===== config.mk =====
export PLATFORM = sky130hd
export DESIGN_NAME = player_anim_ctrl
export DESIGN_NICKNAME = d
export VERILOG_FILES = /design/src/rtl/player_anim_ctrl.sv
export SDC_FILE = /design/constraint.sdc
export NUM_CORES = 1
export LEC_CHECK = 0
export ABC_CLOCK_PERIOD_IN_PS = 3500
export BUFFER_PORTS_ARGS = -buffer_cell sky130_fd_sc_hd__buf_4
export CORE_UTILIZATION = 40
export DETAILED_ROUTE_END_ITERATION = 8
export GPL_ROUTABILITY_DRIVEN = 0
export GPL_TIMING_DRIVEN = 0
export SETUP_SLACK_MARGIN = 0.2
export SLEW_MARGIN = 40
export SYNTH_ARGS = -nofsm -noshare
export SYNTH_HDL_FRONTEND = slang
export SYNTH_SLANG_ARGS = --single-unit

===== constraint.sdc =====
create_clock -name clk -period 3.5 [get_ports clk]
set_input_delay 0 -clock clk [delete_from_list [all_inputs] [get_ports clk]]
set_output_delay 0 -clock clk [all_outputs]
set_load 0.01 [all_outputs]

===== src/rtl/player_anim_ctrl.sv =====
// Player sprite animation sequencer: vblank-synchronous throw/hit FSM driving frame_sel/frame_base.
// Optional hit flashing is enabled by defining PLAYER_HIT_FLASH_EN.
module player_anim_ctrl #(
   parameter int FRAME_PIXELS   = 24780,
   parameter int WINDUP_FRAMES  = 8,
   parameter int THROW_FRAMES   = 6,
   parameter int RECOVER_FRAMES = 10,
   parameter int HIT_FRAMES     = 30,
   parameter int FLASH_PERIOD   = 4
) (
   input  logic        clk,
   input  logic        rst,
   input  logic        vblnk,
   input  logic        throw_req,
   input  logic        hit,
   output logic [1:0]  frame_sel,
   output logic [16:0] frame_base,
   output logic        sprite_visible,
   output logic        busy,
   output logic        done
);

   typedef enum logic [2:0] {
      S_IDLE,
      S_WINDUP,
      S_THROW,
      S_RECOVER,
      S_HIT
   } state_t;

   if (FLASH_PERIOD < 1 || FLASH_PERIOD > 16 || (FLASH_PERIOD & (FLASH_PERIOD - 1)) != 0) begin : g_bad_flash
      $error("FLASH_PERIOD must be a power of two between 1 and 16");
   end

   state_t     state, state_n;
   logic [4:0] frame_cnt, cnt_n;
   logic       vblnk_p0, tick_p1;
   logic       throw_pend, hit_pend;
   logic       throw_clr, hit_clr, done_n, vis_n;

   function automatic logic [1:0] sel_of(input state_t s);
      case (s)
         S_WINDUP: sel_of = 2'd1;
         S_THROW:  sel_of = 2'd2;
         S_HIT:    sel_of = 2'd3;
         default:  sel_of = 2'd0;
      endcase
   endfunction

   function automatic logic [16:0] base_of(input logic [1:0] sel);
      base_of = 17'(int'(sel) * FRAME_PIXELS);
   endfunction

   // Next-state evaluation: only a tick may move the FSM or consume requests.
   always_comb begin
      state_n   = state;
      cnt_n     = frame_cnt;
      done_n    = 1'b0;
      throw_clr = 1'b0;
      hit_clr   = 1'b0;
      if (tick_p1) begin
         cnt_n = frame_cnt + 5'd1;
         if (state != S_HIT && hit_pend) begin
            state_n   = S_HIT;
            throw_clr = 1'b1;
            hit_clr   = 1'b1;
         end else begin
            case (state)
               S_IDLE: begin
                  if (throw_pend) begin
                     state_n   = S_WINDUP;
                     throw_clr = 1'b1;
                  end
               end
               S_WINDUP: begin
                  if (frame_cnt == 5'(WINDUP_FRAMES - 1)) state_n = S_THROW;
               end
               S_THROW: begin
                  if (frame_cnt == 5'(THROW_FRAMES - 1)) state_n = S_RECOVER;
               end
               S_RECOVER: begin
                  if (frame_cnt == 5'(RECOVER_FRAMES - 1)) begin
                     state_n = S_IDLE;
                     done_n  = 1'b1;
                  end
               end
               S_HIT: begin
                  hit_clr = 1'b1;
                  if (frame_cnt == 5'(HIT_FRAMES - 1)) begin
                     state_n = S_IDLE;
                     done_n  = 1'b1;
                  end
               end
               default: state_n = S_IDLE;
            endcase
         end
         if (state_n != state) cnt_n = 5'd0;
      end
`ifdef PLAYER_HIT_FLASH_EN
      vis_n = (state_n == S_HIT) ? ~cnt_n[$clog2(FLASH_PERIOD)] : 1'b1;
`else
      vis_n = 1'b1;
`endif
   end

   // Registered vblank edge detect, state and outputs all launched from the next-state values.
   always_ff @(posedge clk or negedge rst) begin
      if (!rst) begin
         vblnk_p0       <= 1'b0;
         tick_p1        <= 1'b0;
         state          <= S_IDLE;
         frame_cnt      <= 5'd0;
         throw_pend     <= 1'b0;
         hit_pend       <= 1'b0;
         frame_sel      <= 2'd0;
         frame_base     <= 17'd0;
         sprite_visible <= 1'b1;
         busy           <= 1'b0;
         done           <= 1'b0;
      end else begin
         vblnk_p0       <= vblnk;
         tick_p1        <= vblnk & ~vblnk_p0;
         state          <= state_n;
         frame_cnt      <= cnt_n;
         frame_sel      <= sel_of(state_n);
         frame_base     <= base_of(sel_of(state_n));
         sprite_visible <= vis_n;
         busy           <= (state_n != S_IDLE);
         done           <= done_n;
         // A simultaneous hit discards the throw; new requests survive a same-cycle consume.
         throw_pend     <= (throw_pend & ~throw_clr) | (throw_req & ~hit);
         hit_pend       <= (hit_pend & ~hit_clr) | hit;
      end
   end

endmodule


==> results by group, run 1 <==
Clock network
  – Maximum buffer depth of the clock tree: 2
  – Clock sinks: 19
  – H-tree levels: 1
  – Clk_lat worst skew: just under 0.3 ns
  – CTS Buf Count: 3
  – Post-CTS sizing: 0
  – CTS tree: yes
  – Hold_buf cts: 4
  – Post-CTS Setup Bufs: 0
  – Clock root buffer: clkbuf_4
  – Clock-pin slew on the worst setup and hold paths: 0.11 ns

Logic synthesis
  – Synth top area cells: dfrtp_1 (43%), buf_4 (10%), ha_1 (4.5%), inv_1 (3.4%), nand3_1 (2.7%)
  – EDFF count, synth: 0
  – Syn. warnings: 0
  – Seq/Total Area, Yosys: between 40% and 50%
  – Netlist cell types: between 40 and 50
  – Syn Inst Count: 115
  – Share of the synthesized area in the top cell type: between 40% and 50%
  – Ys async rst share: 100%
  – Main flop type after synthesis: dfrtp_1
  – Mean Syn Cell Area: 9.67 sq um
  – Synthesized flop and latch total: 19
  – Post-Syn Area: 0.00111 sq mm
  – Cell taking the most area after synthesis: dfrtp_1

Route
  – Met3 wire len: 95 um
  – Initial drt markers: 26
  – Routed Antenna Nets: 0
  – Via Count: about 880
  – First-pass DRT Iterations: 4
  – WL/cell: about 11 um
  – Max layer used: met4
  – Routed wl met2: roughly 970 um
  – Met1 Wirelength: 940 um
  – DRC errors left: 0
  – Detailed Route WL: 2020 um
  – Drt via density: ~5.0

Critical path
  – Most repeated library cell on the critical path: ha_1
  – Reg-to-Reg End: frame_base[14]$_DFF_PN0_
  – Worst EP arrival: around 2.4 ns
  – Endpoint class of the critical path: register
  – Crit path max-delay family: compound AO/OA/AOI/OAI gates
  – CP max-delay cell: dfrtp_1
  – Crit-path max FO: 4
  – Buf/Inv on CP: 1
  – Worst path max stage delay: 0.44 ns
  – Worst flop-to-flop path startpoint: frame_cnt[0]$_DFFE_PN0P_
  – Cell-by-cell trace of the critical path: ha_1 -> and4bb_2 -> o21a_1 -> o311ai_1 -> and2_4 -> nor2_1 -> ha_1 -> inv_1
  – Internal reg-to-reg setup slack: around 1.3 ns
  – Critical Path Start Type: register
  – Worst path required time: 3.70 ns
  – Path depth of the worst reg2reg path: 8
  – Crit Path Class: reg2reg

Global routing
  – Total GRT Usage: roughly 16%
  – Global-route congestion overflow total: 0
  – Global-route wire length before repair: 3420 um
  – Vias in the first global route: 825
  – Initial antenna violation count: 0
  – Largest net degree at the start of global routing: 20

Layout
  – Layout cells sized above 1: about a third
  – Layout area overhead: 24.3%
  – Post-Route Utilization: a little over half
  – Ant. Diodes: 0
  – Nets: approximately 160
  – Non-Filler Instances: 177
  – FILL cells: 226

STA
  – Final WS setup: 1.28 ns
  – Achievable Freq: 450 MHz
  – Final Slew Violations: 0
  – Clk_skew: ~0.0016 ns
  – Worst-case hold slack: 0.0941 ns
  – Final worst path period share: 63.5%
  – RSZ-0062 raised after global routing: no
  – Fin crit period: 2.22 ns
  – Total negative setup slack: 0 ns
  – Final hold viol count: 0
  – Setup violators final: 0

Floorplanning
  – Die X: 54.7 um
  – Chip height: 54.7 um
  – CORE AREA: 0.00254 sq mm
  – Core Rows: 18
  – Full die area: around 0.0030 sq mm
  – I/O Pins: 27
  – Starting density of the core: 43.7%

Status
  – Run status: complete, no violations

Power
  – Max VDD drop: 0.403 mV
  – P_leak: 0.660 nW
  – P per Cell Area: 633 mW/mm^2

Min path
  – HP Class: in2async

Placed design
  – IO Port Bufs: 20
  – Hpwl dp: between 1000 and 1500 um
  – Pre-CTS setup slack: approximately 1.3 ns
  – Placed Cells incl. Taps: approximately 170

Run
  – Max-cap violations: 0
==> placed cells by master (no fill, tap or decap), types with 3 or more instances in the layout <==
cell / netlist / final
ha_1: 4 / 4
dlygate4sd3_1: 0 / 4
conb_1: 2 / 6
nand3_1: 6 / 6
o21ai_0: 3 / 3
dfrtp_1: 19 / 19
nand2_1: 7 / 7
nor2_1: 4 / 4
buf_4: 15 / 35
a31oi_1: 4 / 4
inv_1: 10 / 10
clkbuf_4: 0 / 3
nand4_1: 3 / 3
o22ai_1: 3 / 3
==> metal layers <==
| metal | GRT usage, % | up-vias |
|---|---|---|
| li1 | - | 448 |
| met1 | 20.3 | 404 |
| met2 | 25.7 | 25 |
| met3 | 2.50 | 2 |
| met4 | 8.97 | 0 |
| met5 | 0 | - |
==> worst reg2reg max path, stage by stage (launching register included) <==
cell,delay (ns)
dfrtp_1,0.44
ha_1,0.27
and4bb_2,0.25
o21a_1,0.21
o311ai_1,0.36
and2_4,0.23
nor2_1,0.07
ha_1,0.27
inv_1,0.04
==> how the worst max path moves through the flow <==
| stage | start | end | slack [ns] | cells after the start |
|---|---|---|---|---|
| after global routing | frame_cnt[0]$_DFFE_PN0P_ | frame_base[14]$_DFF_PN0_ | 1.11 | 8 |
| after CTS | frame_cnt[0]$_DFFE_PN0P_ | frame_base[14]$_DFF_PN0_ | 1.27 | 8 |
| after floorplan | frame_cnt[0]$_DFFE_PN0P_ | frame_base[14]$_DFF_PN0_ | 1.46 | 8 |
| after detailed placement | frame_cnt[0]$_DFFE_PN0P_ | frame_base[14]$_DFF_PN0_ | 1.29 | 8 |
| after global placement | frame_cnt[0]$_DFFE_PN0P_ | frame_base[14]$_DFF_PN0_ | 1.29 | 8 |
| final | frame_cnt[0]$_DFFE_PN0P_ | frame_base[14]$_DFF_PN0_ | 1.28 | 8 |
==> cell type report <==
cell class	instances	area [sq um]	share of cell area, %
well taps	30	37.5	2.71
repair buffers	24	190	13.8
multi-input cells	70	472	34.1
clock buffers	3	22.5	1.63
inverters	11	41.3	2.99
plain buffers	19	139	10.0
flip-flops and latches	19	475	34.4
clock inverters	1	5.00	0.362
==> power breakdown <==
part	leakage (nW)	internal, mW	switching [mW]
logic	0.417	0.231	0.215
clock network	0.0177	0.0426	0.0682
registers	0.225	0.274	0.0437
total	0.660	0.548	0.327
==> flip-flops by register name, indices dropped and copies added (netlist names) <==
name	count
done	1
frame_cnt	5
state	3
hit_pend	1
tick_p1	1
vblnk_p0	1
frame_base	3
frame_sel	2
throw_pend	1
busy	1
==> per-stage QoR <==
step | total power [mW] | instance area, sq um
finish | 0.875 | 1380
global route | 0.962 | 1380
CTS | 0.882 | 1380
detailed placement | 0.758 | 1320
global placement | 0.750 | 1320
floorplan | 0.615 | 1130
==> cell families after synthesis <==
family	after synthesis	synth area share (%)
AOI/OAI and AO/OA	21	13.4
xor gates and xnor gates	1	0.788
adders and majority gates	4	4.50
buffers and inverters	30	16.2
DFF	19	42.7
muxes	3	3.15
other	2	0.675
and+or+nand+nor	35	18.6
==> synthesized netlist by cell type (all sizes together) (2+ instances only) <==
library cell	count
inv	10
a21o	2
nand2b	2
nor2	4
and4bb	2
o21ai	4
a31oi	4
ha	4
buf	18
conb	2
nand2	7
or3	2
nand4	3
o31ai	2
dfrtp	19
nor3	2
nand3	6
o22ai	3
mux2i	2
Note: power is estimated with default switching activity, not from simulation.
==> run 2, diff against run 1 <==
--- a/config.mk
+++ b/config.mk
@@ -5,7 +5,7 @@
 export SDC_FILE = /design/constraint.sdc
 export NUM_CORES = 1
 export LEC_CHECK = 0
-export ABC_CLOCK_PERIOD_IN_PS = 3500
+export ABC_CLOCK_PERIOD_IN_PS = 2100
 export BUFFER_PORTS_ARGS = -buffer_cell sky130_fd_sc_hd__buf_4
 export CORE_UTILIZATION = 40
 export DETAILED_ROUTE_END_ITERATION = 8
==> constraint.sdc (replaced) <==
create_clock -name clk -period 2.1 [get_ports clk]
set_input_delay 0 -clock clk [delete_from_list [all_inputs] [get_ports clk]]
set_output_delay 0 -clock clk [all_outputs]
set_load 0.01 [all_outputs]
==> run 2 against run 1 <==
Against the previous run: die area unchanged; largest power group unchanged; clock skew is 0.0054 ns higher; total power grew 78%; global-route usage is 0.53 points higher; fmax is 9.2% higher; largest cell class is now multi-input gates; final area grew 7.1%.
==> results by group, run 2 (same netlist as run 1, synthesis figures left out) <==
Clock network
  – Clk_lat worst skew: around 0.3 ns
  – Maximum buffer depth of the clock tree: 2
  – H-tree levels: 1
  – CTS Buf Count: 3
  – Clock root buffer: clkbuf_4
  – Clock-pin slew on the worst setup and hold paths: 0.11 ns
  – Clock sinks: 19
  – CTS tree: yes

STA
  – Fin crit period: 2.03 ns
  – Final hold viol count: 0
  – RSZ-0062 raised after global routing: yes
  – Achievable Freq: 491 MHz
  – Clk_skew: 0.00695 ns
  – Final worst path period share: 96.9%
  – Setup violators final: 0
  – Final Slew Violations: 0

Status
  – Run status: complete, no violations

Layout
  – Ant. Diodes: 0
  – Most frequent cells in the layout: buf_4 (38), dfrtp_1 (18), inv_1 (10), nand2_1 (7), conb_1 (6)
  – FILL cells: around 230
  – Largest registers: frame_cnt (5), frame_base (3), state (3)
  – Reg with most FFs: frame_cnt
  – Commonest non-fill, non-tap cell in the layout: buf_4
  – Nets: 160
  – Layout cells sized above 1: 43.3%
  – Final instance area: ~0.0015 sq mm
  – Layout area overhead: 33.1%
  – Max reg flops: 5

Route
  – WL/cell: 12.0 um
  – Drt via density: 5.06
  – Routed Antenna Nets: 0
  – First-pass DRT Iterations: 3
  – Detailed Route WL: 2170 um
  – Via Count: 910
  – Initial drt markers: 6
  – DRC errors left: 0

Global routing
  – Global-route congestion overflow total: 0
  – Global-route wire length before repair: 3500 um
  – Largest net degree at the start of global routing: 20
  – Vias in the first global route: 784
  – Total GRT Usage: approximately 17%
  – Initial antenna violation count: 0

Placed design
  – Hpwl dp: 1580 um
  – IO Port Bufs: 20
  – Placed cell areas: approximately 0.0013 sq mm

Critical path
  – Worst path required time: 2.30 ns
  – Worst EP arrival: 2.23 ns
  – Critical Path Start Type: register
  – Endpoint class of the critical path: register
  – Crit-path max FO: 4
  – Crit Path Class: reg2reg

Floorplanning
  – Core Rows: 18
  – Chip height: between 50 and 60 um
  – Full die area: 0.00300 sq mm
  – Die X: 54.7 um
  – CORE AREA: between 0.002 and 0.003 sq mm
  – Starting density of the core: 43.7%
  – I/O Pins: 27

Run
  – Max-cap violations: 0

Power
  – Total chip power: 1.56 mW
  – P per Cell Area: 1050 mW/mm^2
  – Max VDD drop: 0.697 mV
  – P_leak: roughly 0.7 nW

Min path
  – HP Class: in2async
## run 2: final timing paths
kind / start / end / slack [ns] / cells after the start
max in group asynchronous: rst / frame_cnt[0]$_DFFE_PN0P_ / 1.78 / 2
worst max-delay path: frame_cnt[0]$_DFFE_PN0P_ / frame_base[14]$_DFF_PN0_ / 0.07 / 8
worst max register to register: frame_cnt[0]$_DFFE_PN0P_ / frame_base[14]$_DFF_PN0_ / 0.07 / 8
worst min register to register: vblnk_p0$_DFF_PN0_ / tick_p1$_DFF_PN0_ / 0.41 / 1
min in group clk: vblnk / vblnk_p0$_DFF_PN0_ / 0.36 / 2
worst min-delay path: rst / frame_cnt[0]$_DFFE_PN0P_ / 0.10 / 2
## run 2: worst max-delay path: stages, from the launching register on
cell	delay, ns
dfrtp_2	0.46
ha_2	0.21
and4bb_2	0.23
o21a_1	0.22
o311ai_4	0.25
and2_4	0.21
nor2_4	0.05
ha_1	0.28
inv_1	0.04
## run 2: where the power goes
group / switching (mW) / internal (mW) / total (mW) / leakage (nW)
registers: 0.0793 / 0.460 / 0.539 / 0.224
clock network: 0.112 / 0.0710 / 0.183 / 0.0177
logic: 0.396 / 0.441 / 0.837 / 0.452
## run 2: what timing repair did
action	CTS	global route
hold buffers	4	0
setup endpoints to repair	8	11
pin swaps	2	0
buffers inserted	1	2
resized for setup	2	9
endpoints found under the hold margin	23	0
## run 2: layer usage
layer	wire length [um]	global-route usage, %	vias up
met4	14	2.56	0
met5	0	0	-
met1	1000	22.0	426
li1	-	-	459
met2	1050	26.1	23
met3	100	5.83	2
## run 2: area by class of cell
cell class | instances | area (sq um) | share of cell area (%)
inverter | 11 | 45.0 | 3.04
tap | 30 | 37.5 | 2.54
sequential | 19 | 477 | 32.2
clock inverter | 1 | 5.00 | 0.338
timing repair buffer | 27 | 213 | 14.4
clock buffer | 3 | 22.5 | 1.52
buffer | 19 | 139 | 9.38
multi-input combinational | 70 | 542 | 36.6
## run 2: per-stage QoR
stage | hold WS [ns] | worst slack [ns] | TNS, ns | utilization (%) | cells
4_1_cts | 0.101 | 0.0316 | 0 | 55.5 | 178
3_3_place_gp | -0.111 | 0.0294 | 0 | 52.5 | 169
2_1_floorplan | -0.296 | 0.154 | 0 | - | 119
6_report | 0.104 | 0.0654 | 0 | 58.2 | 180
5_1_grt | 0.118 | -0.0143 | -0.0145 | 58.2 | 180
3_5_place_dp | -0.107 | -0.0121 | -0.0121 | 52.5 | 169
==> run 3, diff against run 2 <==
--- a/config.mk
+++ b/config.mk
@@ -6,7 +6,7 @@
 export NUM_CORES = 1
 export LEC_CHECK = 0
 export ABC_CLOCK_PERIOD_IN_PS = 2100
-export BUFFER_PORTS_ARGS = -buffer_cell sky130_fd_sc_hd__buf_4
+export BUFFER_PORTS_ARGS = -buffer_cell sky130_fd_sc_hd__buf_2
 export CORE_UTILIZATION = 40
 export DETAILED_ROUTE_END_ITERATION = 8
 export GPL_ROUTABILITY_DRIVEN = 0
==> run 3 against run 2 <==
Against the previous run: first-iteration DRC count rose to 6.7 times the previous value; hold slack better by 0.041 ns; highest routed layer unchanged; die area unchanged; critical path depth is the same; setup slack improved by 0.022 ns; total power increased by 1.2%; largest cell class unchanged; largest power group unchanged; global-route usage is 0.14 points higher; utilization fell by 1.0 points; clock skew grew 0.0024 ns; count of clock-buffer cells in the layout up 1.
==> results by group, run 3 (same netlist as run 1, synthesis figures left out) <==
Clock network
  – CTS tree: yes
  – H-tree levels: 1
  – Maximum buffer depth of the clock tree: 2
  – Clock-pin slew on the worst setup and hold paths: about 0.11 ns
  – Clock root buffer: clkbuf_4
  – CTS Buf Count: 3
  – Clock sinks: 19
  – Clk_lat worst skew: 0.30 ns

Power
  – P_leak: around 0.68 nW
  – Max VDD drop: 0.706 mV
  – P per Cell Area: ~1100 mW/mm^2
  – Total chip power: 1.58 mW

Critical path
  – Path depth of the worst reg2reg path: 8
  – Critical Path Start Type: register
  – Worst flop-to-flop path startpoint: frame_cnt[1]$_DFFE_PN0P_
  – Internal reg-to-reg setup slack: 0.09 ns
  – Worst path required time: 2.30 ns
  – Worst EP arrival: 2.21 ns
  – Endpoint class of the critical path: register
  – Crit-path max FO: 4
  – Reg-to-Reg End: frame_base[9]$_DFF_PN0_
  – Crit Path Class: reg2reg

Global routing
  – Global-route wire length before repair: 3550 um
  – Initial antenna violation count: 0
  – Largest net degree at the start of global routing: 20
  – Vias in the first global route: 797
  – Global-route congestion overflow total: 0
  – Total GRT Usage: 16.7%

Route
  – Via Count: 946
  – DRC errors left: 0
  – Routed Antenna Nets: 0
  – Detailed Route WL: 2170 um
  – WL/cell: 12.0 um
  – Met1 Wirelength: 949 um
  – Met3 wire len: 107 um
  – Drt via density: 5.23
  – Routed wl met2: 1090 um
  – First-pass DRT Iterations: 5
  – Initial drt markers: 40
  – Max layer used: met4

Floorplanning
  – Chip height: around 55 um
  – Full die area: 0.00300 sq mm
  – Die X: 54.7 um
  – CORE AREA: 0.00254 sq mm
  – I/O Pins: 27
  – Starting density of the core: 43.7%
  – Core Rows: 18

Run
  – Max-cap violations: 0

Layout
  – Most frequent cells in the layout: buf_2 (22), buf_4 (19), dfrtp_1 (19), inv_1 (9), nand2_1 (7)
  – Commonest non-fill, non-tap cell in the layout: buf_2
  – Layout cells sized above 1: 45.0%
  – Nets: 161
  – Ant. Diodes: 0
  – Reg with most FFs: frame_cnt
  – Layout area overhead: 30.7%
  – Non-Filler Instances: 181
  – Max reg flops: 5
  – Largest registers: frame_cnt (5), frame_base (3), state (3)

STA
  – Achievable Freq: 497 MHz
  – Final Slew Violations: 0
  – Final WS setup: 0.0873 ns
  – Fin crit period: 2.01 ns
  – Clk_skew: 0.00935 ns
  – Worst-case hold slack: between 0.1 and 0.15 ns
  – Total negative setup slack: 0 ns
  – Setup violators final: 0
  – Final worst path period share: 95.8%
  – Final hold viol count: 0
  – RSZ-0062 raised after global routing: yes

Status
  – Run status: complete, no violations

Placed design
  – IO Port Bufs: 20
  – Hpwl dp: 1500 um
  – Pre-CTS setup slack: -0.00348 ns
  – Placed Cells incl. Taps: 169

Min path
  – HP Class: in2async
[run 3: layout make-up]
cell class	instances	area [sq um]
fillers	219	1090
multi-input cells	70	561
flip-flops and latches	19	475
repair buffers	28	170
plain buffers	19	139
inverters	11	45.0
well taps	30	37.5
clock buffers	4	26.3
[run 3: routing by layer]
layer / vias up / track usage [%]
met5: - / 0
met4: 0 / 7.69
met3: 4 / 3.33
met2: 30 / 27.7
met1: 451 / 20.5
li1: 461 / -
[run 3: through the flow]
step,cell area [sq um],utilization [%]
2_1_floorplan,1150,-
3_3_place_gp,1280,50.5
3_5_place_dp,1280,50.5
4_1_cts,1410,55.4
5_1_grt,1450,57.1
6_report,1450,57.1
[run 3: repair_timing]
action,in CTS,in global routing
endpoints found under the hold margin,23,0
endpoints found under the setup margin,7,12
pin swaps,10,2
buffers inserted,2,2
hold buffers,4,0
resized for setup,9,5
[run 3: power by group]
part / total (mW) / internal (mW) / switching (mW)
registers: 0.527 / 0.458 / 0.0696
clock network: 0.187 / 0.0741 / 0.113
logic: 0.862 / 0.439 / 0.423
total: 1.58 / 0.971 / 0.606
[run 3: worst max-delay path by stage]
stage	slack, ns	to	cells after the start	start
3_5_place_dp	-0.003	frame_base[14]$_DFF_PN0_	7	hit_pend$_DFF_PN0_
6_report	0.09	frame_base[9]$_DFF_PN0_	8	frame_cnt[1]$_DFFE_PN0P_
5_1_grt	-0.01	frame_base[14]$_DFF_PN0_	9	frame_cnt[1]$_DFFE_PN0P_
3_3_place_gp	0.04	frame_base[14]$_DFF_PN0_	7	hit_pend$_DFF_PN0_
4_1_cts	0.10	frame_base[14]$_DFF_PN0_	9	frame_cnt[1]$_DFFE_PN0P_
2_1_floorplan	0.15	frame_base[14]$_DFF_PN0_	9	frame_cnt[1]$_DFFE_PN0P_
[run 3: critical path, stage by stage, from the launching register on]
cell,delay (ns)
dfrtp_1,0.40
inv_1,0.06
ha_2,0.20
and4bb_1,0.21
mux2_4,0.27
a31o_4,0.23
a21o_2,0.22
and3_4,0.15
ha_2,0.17
